`src/rtl/ads7883_pkg.sv`:
```
// ads7883_pkg: shared definitions for the ADS7883 averaging controller.
//   - state_e   : controller FSM states
//   - ADC_W_DEF : default ADC sample width
//   - DIV_MIN   : smallest conversion-start period the driver can sustain
//   - sticky_next(): next value of a sticky flag with clear-over-set priority
package ads7883_pkg;

  localparam int ADC_W_DEF = 12;
  localparam int DIV_MIN   = 80;

  typedef enum logic [2:0] {
    IDLE      = 3'd0,
    START     = 3'd1,
    WAIT_BUSY = 3'd2,
    WAIT_DONE = 3'd3,
    ACC       = 3'd4,
    OUT       = 3'd5
  } state_e;

  // A clear in the same cycle as a set wins.
  function automatic logic sticky_next(input logic cur, input logic set, input logic clr);
    return clr ? 1'b0 : (cur | set);
  endfunction

endpackage

```
`src/rtl/ads7883_tick_gen.sv`:
```
// ads7883_tick_gen: conversion-rate timer.
// Counts 0..DIV-1 while i_run is high and wraps; o_tick is high while the
// count sits at DIV-1. With i_run low the count is held at 0.
// Ports:
//   clk    in  system clock
//   rst    in  asynchronous active-high reset
//   i_run  in  enable for periodic ticks
//   o_tick out one-cycle rate tick
module ads7883_tick_gen #(
  parameter int DIV = 100
) (
  input  logic clk,
  input  logic rst,
  input  logic i_run,
  output logic o_tick
);

  localparam int CNT_W = (DIV > 1) ? $clog2(DIV) : 1;
  localparam logic [CNT_W-1:0] CNT_LAST = CNT_W'(DIV - 1);

  logic [CNT_W-1:0] r_cnt;

  // Free-running modulo-DIV counter, parked at zero while sampling is off.
  always_ff @(posedge clk or posedge rst) begin
    if (rst) begin
      r_cnt <= '0;
    end else if (!i_run) begin
      r_cnt <= '0;
    end else if (r_cnt == CNT_LAST) begin
      r_cnt <= '0;
    end else begin
      r_cnt <= r_cnt + CNT_W'(1);
    end
  end

  assign o_tick = i_run && (r_cnt == CNT_LAST);

endmodule

```
`src/rtl/ads7883_avg_ctrl.sv`:
```
// ads7883_avg_ctrl: sample-rate controller and averaging stage for the
// ADS7883 SPI driver. Issues periodic conversion starts, accumulates
// 2^LOG2_N results and offers the average on a valid/ready output.
// Ports:
//   clk, rst              clock, asynchronous active-high reset
//   run                   periodic sampling enable
//   adc_en / adc_busy     start pulse out, driver busy flag in
//   adc_data              driver result, valid once adc_busy has fallen
//   avg_data / avg_valid  averaged sample and its valid flag
//   avg_ready             downstream accept
//   overrun, tick_miss,
//   adc_err               sticky error flags, cleared by clr_flags
// Build option: define ADS7883_AVG_ROUND_EN to round half up instead of
// truncating when dividing the sum down to the average.
module ads7883_avg_ctrl
  import ads7883_pkg::*;
#(
  parameter int DATA_W  = ADC_W_DEF,
  parameter int LOG2_N  = 4,
  parameter int DIV     = 100,
  parameter int BUSY_TO = 4
) (
  input  logic              clk,
  input  logic              rst,
  input  logic              run,
  output logic              adc_en,
  input  logic              adc_busy,
  input  logic [DATA_W-1:0] adc_data,
  output logic [DATA_W-1:0] avg_data,
  output logic              avg_valid,
  input  logic              avg_ready,
  output logic              overrun,
  output logic              tick_miss,
  output logic              adc_err,
  input  logic              clr_flags
);

  localparam int SUM_W = DATA_W + LOG2_N;
  localparam int CNT_W = LOG2_N + 1;
  localparam int TO_W  = $clog2(BUSY_TO + 1);
  localparam logic [CNT_W-1:0] CNT_LAST = CNT_W'((1 << LOG2_N) - 1);
  localparam logic [TO_W-1:0]  TO_LAST  = TO_W'(BUSY_TO - 1);
`ifdef ADS7883_AVG_ROUND_EN
  // Half an LSB of the result; zero when LOG2_N is 0.
  localparam logic [SUM_W-1:0] RND = SUM_W'((1 << LOG2_N) >> 1);
`else
  localparam logic [SUM_W-1:0] RND = '0;
`endif

  state_e            r_state, w_state_nxt;
  logic              w_tick, r_busy_q, w_busy_fall, w_timeout;
  logic              w_hs, w_load, w_drop, w_unused;
  logic [SUM_W-1:0]  r_sum, w_sum_rnd;
  logic [CNT_W-1:0]  r_cnt;
  logic [TO_W-1:0]   r_to_cnt;
  logic [DATA_W-1:0] r_avg_data, w_avg;
  logic              r_adc_en, r_avg_valid, r_overrun, r_tick_miss, r_adc_err;

  ads7883_tick_gen #(.DIV(DIV)) u_tick (
    .clk    (clk),
    .rst    (rst),
    .i_run  (run),
    .o_tick (w_tick)
  );

  assign w_busy_fall = r_busy_q & ~adc_busy;
  // The busy window is counted from the start-pulse cycle itself.
  assign w_timeout   = (r_state == WAIT_BUSY) && !adc_busy && (r_to_cnt == TO_LAST);
  assign w_hs        = r_avg_valid && avg_ready;
  // A result may land while the previous one is being accepted.
  assign w_load      = (r_state == OUT) && (!r_avg_valid || avg_ready);
  assign w_drop      = (r_state == OUT) && r_avg_valid && !avg_ready;
  assign w_sum_rnd   = r_sum + RND;
  assign w_avg       = w_sum_rnd[SUM_W-1:LOG2_N];
  // The fraction bits below LOG2_N are discarded by design.
  assign w_unused    = ^w_sum_rnd;

  // FSM state register.
  always_ff @(posedge clk or posedge rst) begin
    if (rst) r_state <= IDLE;
    else     r_state <= w_state_nxt;
  end

  // FSM next-state logic.
  always_comb begin
    w_state_nxt = r_state;
    case (r_state)
      IDLE:      if (w_tick) w_state_nxt = START; else w_state_nxt = IDLE;
      START:     w_state_nxt = WAIT_BUSY;
      WAIT_BUSY: begin
        if (adc_busy)       w_state_nxt = WAIT_DONE;
        else if (w_timeout) w_state_nxt = IDLE;
        else                w_state_nxt = WAIT_BUSY;
      end
      WAIT_DONE: if (w_busy_fall) w_state_nxt = ACC; else w_state_nxt = WAIT_DONE;
      ACC:       if (r_cnt == CNT_LAST) w_state_nxt = OUT; else w_state_nxt = IDLE;
      OUT:       w_state_nxt = IDLE;
      default:   w_state_nxt = IDLE;
    endcase
  end

  // Busy edge detector and busy-rise timeout counter.
  always_ff @(posedge clk or posedge rst) begin
    if (rst) begin
      r_busy_q <= 1'b0;
      r_to_cnt <= '0;
    end else begin
      r_busy_q <= adc_busy;
      if (r_state == START || r_state == WAIT_BUSY) r_to_cnt <= r_to_cnt + TO_W'(1);
      else                                          r_to_cnt <= '0;
    end
  end

  // Accumulator and sample count; survive run pauses and busy timeouts.
  always_ff @(posedge clk or posedge rst) begin
    if (rst) begin
      r_sum <= '0;
      r_cnt <= '0;
    end else if (r_state == ACC) begin
      r_sum <= r_sum + SUM_W'(adc_data);
      r_cnt <= r_cnt + CNT_W'(1);
    end else if (r_state == OUT) begin
      r_sum <= '0;
      r_cnt <= '0;
    end
  end

  // Registered outputs: start pulse, result holding register, sticky flags.
  always_ff @(posedge clk or posedge rst) begin
    if (rst) begin
      r_adc_en    <= 1'b0;
      r_avg_data  <= '0;
      r_avg_valid <= 1'b0;
      r_overrun   <= 1'b0;
      r_tick_miss <= 1'b0;
      r_adc_err   <= 1'b0;
    end else begin
      r_adc_en <= (w_state_nxt == START);
      if (w_load) begin
        r_avg_data  <= w_avg;
        r_avg_valid <= 1'b1;
      end else if (w_hs) begin
        r_avg_valid <= 1'b0;
      end
      r_overrun   <= sticky_next(r_overrun, w_drop, clr_flags);
      r_tick_miss <= sticky_next(r_tick_miss, w_tick && (r_state != IDLE), clr_flags);
      r_adc_err   <= sticky_next(r_adc_err, w_timeout, clr_flags);
    end
  end

  assign adc_en    = r_adc_en;
  assign avg_data  = r_avg_data;
  assign avg_valid = r_avg_valid;
  assign overrun   = r_overrun;
  assign tick_miss = r_tick_miss;
  assign adc_err   = r_adc_err;

endmodule

```
`config.mk`:
```
export PLATFORM = sky130hd
export DESIGN_NAME = ads7883_avg_ctrl
export DESIGN_NICKNAME = d
export VERILOG_FILES = /design/src/rtl/ads7883_pkg.sv /design/src/rtl/ads7883_tick_gen.sv /design/src/rtl/ads7883_avg_ctrl.sv
export SDC_FILE = /design/constraint.sdc
export NUM_CORES = 1
export LEC_CHECK = 0
export CORE_ASPECT_RATIO = 0.6
export CORE_MARGIN = 2
export CORE_UTILIZATION = 45
export DETAILED_ROUTE_END_ITERATION = 12
export GPL_TIMING_DRIVEN = 0
export PLACE_DENSITY = 0.67
export SLEW_MARGIN = 20
export SYNTH_ARGS = -nofsm -noshare
export SYNTH_HDL_FRONTEND = slang
export SYNTH_HIERARCHICAL = 1
export SYNTH_SLANG_ARGS = --single-unit
```
`constraint.sdc`:
```
create_clock -name clk -period 2.8 [get_ports clk]
set_input_delay 0.56 -clock clk [delete_from_list [all_inputs] [get_ports clk]]
set_output_delay 0.56 -clock clk [all_outputs]
set_load 0.03 [all_outputs]
```
==> flow_metrics.env <==
export IMPL_start_util_pct=45.7
export IMPL_crit_path_start_kind="input pin"
export IMPL_required_ns=3.01
export IMPL_final_cell_mix="dfrtp_1 (52), clkdlybuf4s50_1 (33), nand2_1 (31)"
export IMPL_post_dp_hpwl_um=4310
export IMPL_hold_viol_final=0
export IMPL_ys_warn_count=6
export IMPL_grt_ovfl_total=0
export IMPL_ir_drop_mv=0.238
export IMPL_slew_viol_final=0
export IMPL_r2r_cells=10
export IMPL_synth_seq_cells=52
export IMPL_syn_nets=316
export IMPL_ant_nets=0
export IMPL_clockBufferDepth=2
export IMPL_rows=22
export IMPL_post_drt_wl_per_cell_um=14.2
export IMPL_relSlewSlack_pct=60.9
export IMPL_place_congestion=0.898
export IMPL_clk_latency_ns=0.31
export IMPL_yosys_area_top_type="dfrtp_1"
export IMPL_cts_tree="built"
export IMPL_grt_max_degree=26
export IMPL_setup_viol=0
export IMPL_root_buffer="clkbuf_8"
export IMPL_nets=361
export IMPL_status="finished clean"
export IMPL_totalWireLength_um=5830
export IMPL_final_common_cell="dfrtp_1"
export IMPL_worstPathArrival_ns=2.77
export IMPL_synth_distinct_cells=45
export IMPL_viasPerCell=5.27
export IMPL_tightest_slew_ns=0.587
export IMPL_die_w_um=105
export IMPL_fin_util_pct=55.8
export IMPL_rsz0062_at_grt="false"
export IMPL_grtUsageTotal_pct=18.9
export IMPL_yosys_most_used_dff="dfrtp_1"
export IMPL_cp_end_kind="flip-flop"
export IMPL_core_um2=6030
export IMPL_dp_worst_setup_slack_ns=-0.388
export IMPL_fin_ws_ns=0.234
export IMPL_yosysTopAreaCellShare_pct=47.2
export IMPL_synth_area_per_cell_um2=9.85
export IMPL_async_flop_share_pct=100
export IMPL_leakagePower_nw=1.49
export IMPL_pwr_density_cell_nw_per_um2=384
export IMPL_die_y_um=64.6
export IMPL_fmaxAchievable_ghz=0.390
export IMPL_drive_gt1_share_pct=11.0
export IMPL_grt_pass1_wl_um=10100
export IMPL_grt_pass1_vias=2061
export IMPL_ys_seq_area_share_pct=47.2
export IMPL_ios=35
export IMPL_path_clk_slew_ns=0.10
export IMPL_die_area_um2=6790
export IMPL_worst_path_max_fanout=4
export IMPL_antenna_cells=0
export IMPL_drc=0
export IMPL_path_class="input pin to flip-flop"
export IMPL_clock_skew_ns=0.00809
export IMPL_postSynthCellCount=280
export IMPL_holdPathStages=1
export IMPL_syn_cell_area_um2=2760
export IMPL_cap_viol_max_count=0
export IMPL_cts_htree_levels=2
export IMPL_worstHoldPathType="flip-flop to flip-flop"
export IMPL_cts_buffers=5
export IMPL_fin_crit_sh_pct=91.7
export IMPL_drt_initial_drc_count=143
export IMPL_clock_sinks=52
export IMPL_vias=2161
export IMPL_hold_slack_ns=0.447
export IMPL_area_delta_synth_final_pct=22.0
export IMPL_synth_edff_count=0
export IMPL_antenna_found_initial=0
export IMPL_first_pass_iters=4
export IMPL_synthTopCellsByArea="dfrtp_1 (47%), ha_1 (7.7%), mux2_2 (4.9%)"
export IMPL_period_minus_slack_ns=2.57
export IMPL_port_buffer_count=34
-- flip-flops by register name, summed over array words and instances (netlist names) --
| signal | count |
|---|---|
| r_cnt | 5 |
| overrun | 1 |
| avg_valid | 1 |
| tick_miss | 1 |
| r_busy_q | 1 |
| r_state | 3 |
| r_sum | 16 |
| r_to_cnt | 3 |
| adc_err | 1 |
| avg_data | 12 |
| adc_en | 1 |
| u_tick/r_cnt | 7 |
-- what timing repair did --
action | in CTS | in global routing
endpoints found under the setup margin | 1 | 1
pin swaps | 2 | 7
gates resized for setup | 2 | 4
setup buffers | 0 | 3
hold buffers | 0 | 0
-- metal layers --
layer,global-route usage [%],share of wire (%)
met3,4.33,4.7
met5,0,0
met4,4.50,0.79
met1,29.3,54
met2,26.4,40
-- report_power, final --
group	switching [mW]	leakage (nW)	internal, mW
clock	0.271	0.0404	0.178
combinational	0.0449	0.782	0.0396
sequential	0.00433	0.670	0.755
-- worst max-delay path, cell delays in order --
cell	delay, ns
clkdlybuf4s50_1	0.41
ha_1	0.35
and2b_2	0.24
o2111ai_4	0.22
buf_4	0.15
a21oi_1	0.08
o21a_1	0.20
or3_1	0.31
a32o_1	0.25
-- area by class of cell --
type / instances / area (um^2)
Buffer: 8 / 32.5
Timing Repair Buffer: 38 / 385
Tap cell: 84 / 105
Inverter: 12 / 45.0
Clock buffer: 5 / 68.8
Fill cell: 556 / 2660
Multi-Input combinational cell: 208 / 1400
Sequential cell: 52 / 1300
Clock inverter: 3 / 23.8
-- final timing paths --
| kind | start | end | slack [ns] |
|---|---|---|---|
| worst max-delay path | adc_data[2] | r_sum[8] | 0.23 |
| worst min-delay path | r_to_cnt[0] | r_to_cnt[0] | 0.45 |
| worst max register to register | r_sum[0] | r_sum[8] | 0.34 |
| worst min register to register | r_to_cnt[0] | r_to_cnt[0] | 0.45 |
| max in group asynchronous | rst | avg_data[8] | 1.67 |
| min in group asynchronous | rst | u_tick/r_cnt[6] | 0.52 |
-- kinds of logic after synthesis --
family	synth area share, %
AO/OA/AOI/OAI	15.5
XOR/XNOR	3.18
adder cells (fa/ha/maj)	8.44
buffers and inverters	2.81
flip-flops	47.2
multiplexers	5.63
AND/OR/NAND/NOR	17.2
-- metrics by stage --
stage / cell area, um^2 / TNS (ns) / total power, mW / std cells
floorplan: 2760 / 0 / 0.815 / 280
global placement: 3200 / -0.590 / 0.853 / 398
detailed placement: 3220 / -0.638 / 0.858 / 399
CTS: 3320 / 0 / 1.30 / 407
global route: 3360 / 0 / 1.34 / 410
finish: 3360 / 0 / 1.29 / 410
-- synth_stat cells, types with 6 or more instances --
cell / number
nand2_1: 31
mux2_2: 12
nand3_1: 7
nand2b_1: 7
ha_1: 17
dfrtp_1: 52
xor2_1: 7
inv_1: 12
nor2b_1: 6
a21oi_1: 16
o21ai_0: 23
nor2_1: 28
clkbuf_1: 6
Note: power is estimated with default switching activity, not from simulation.
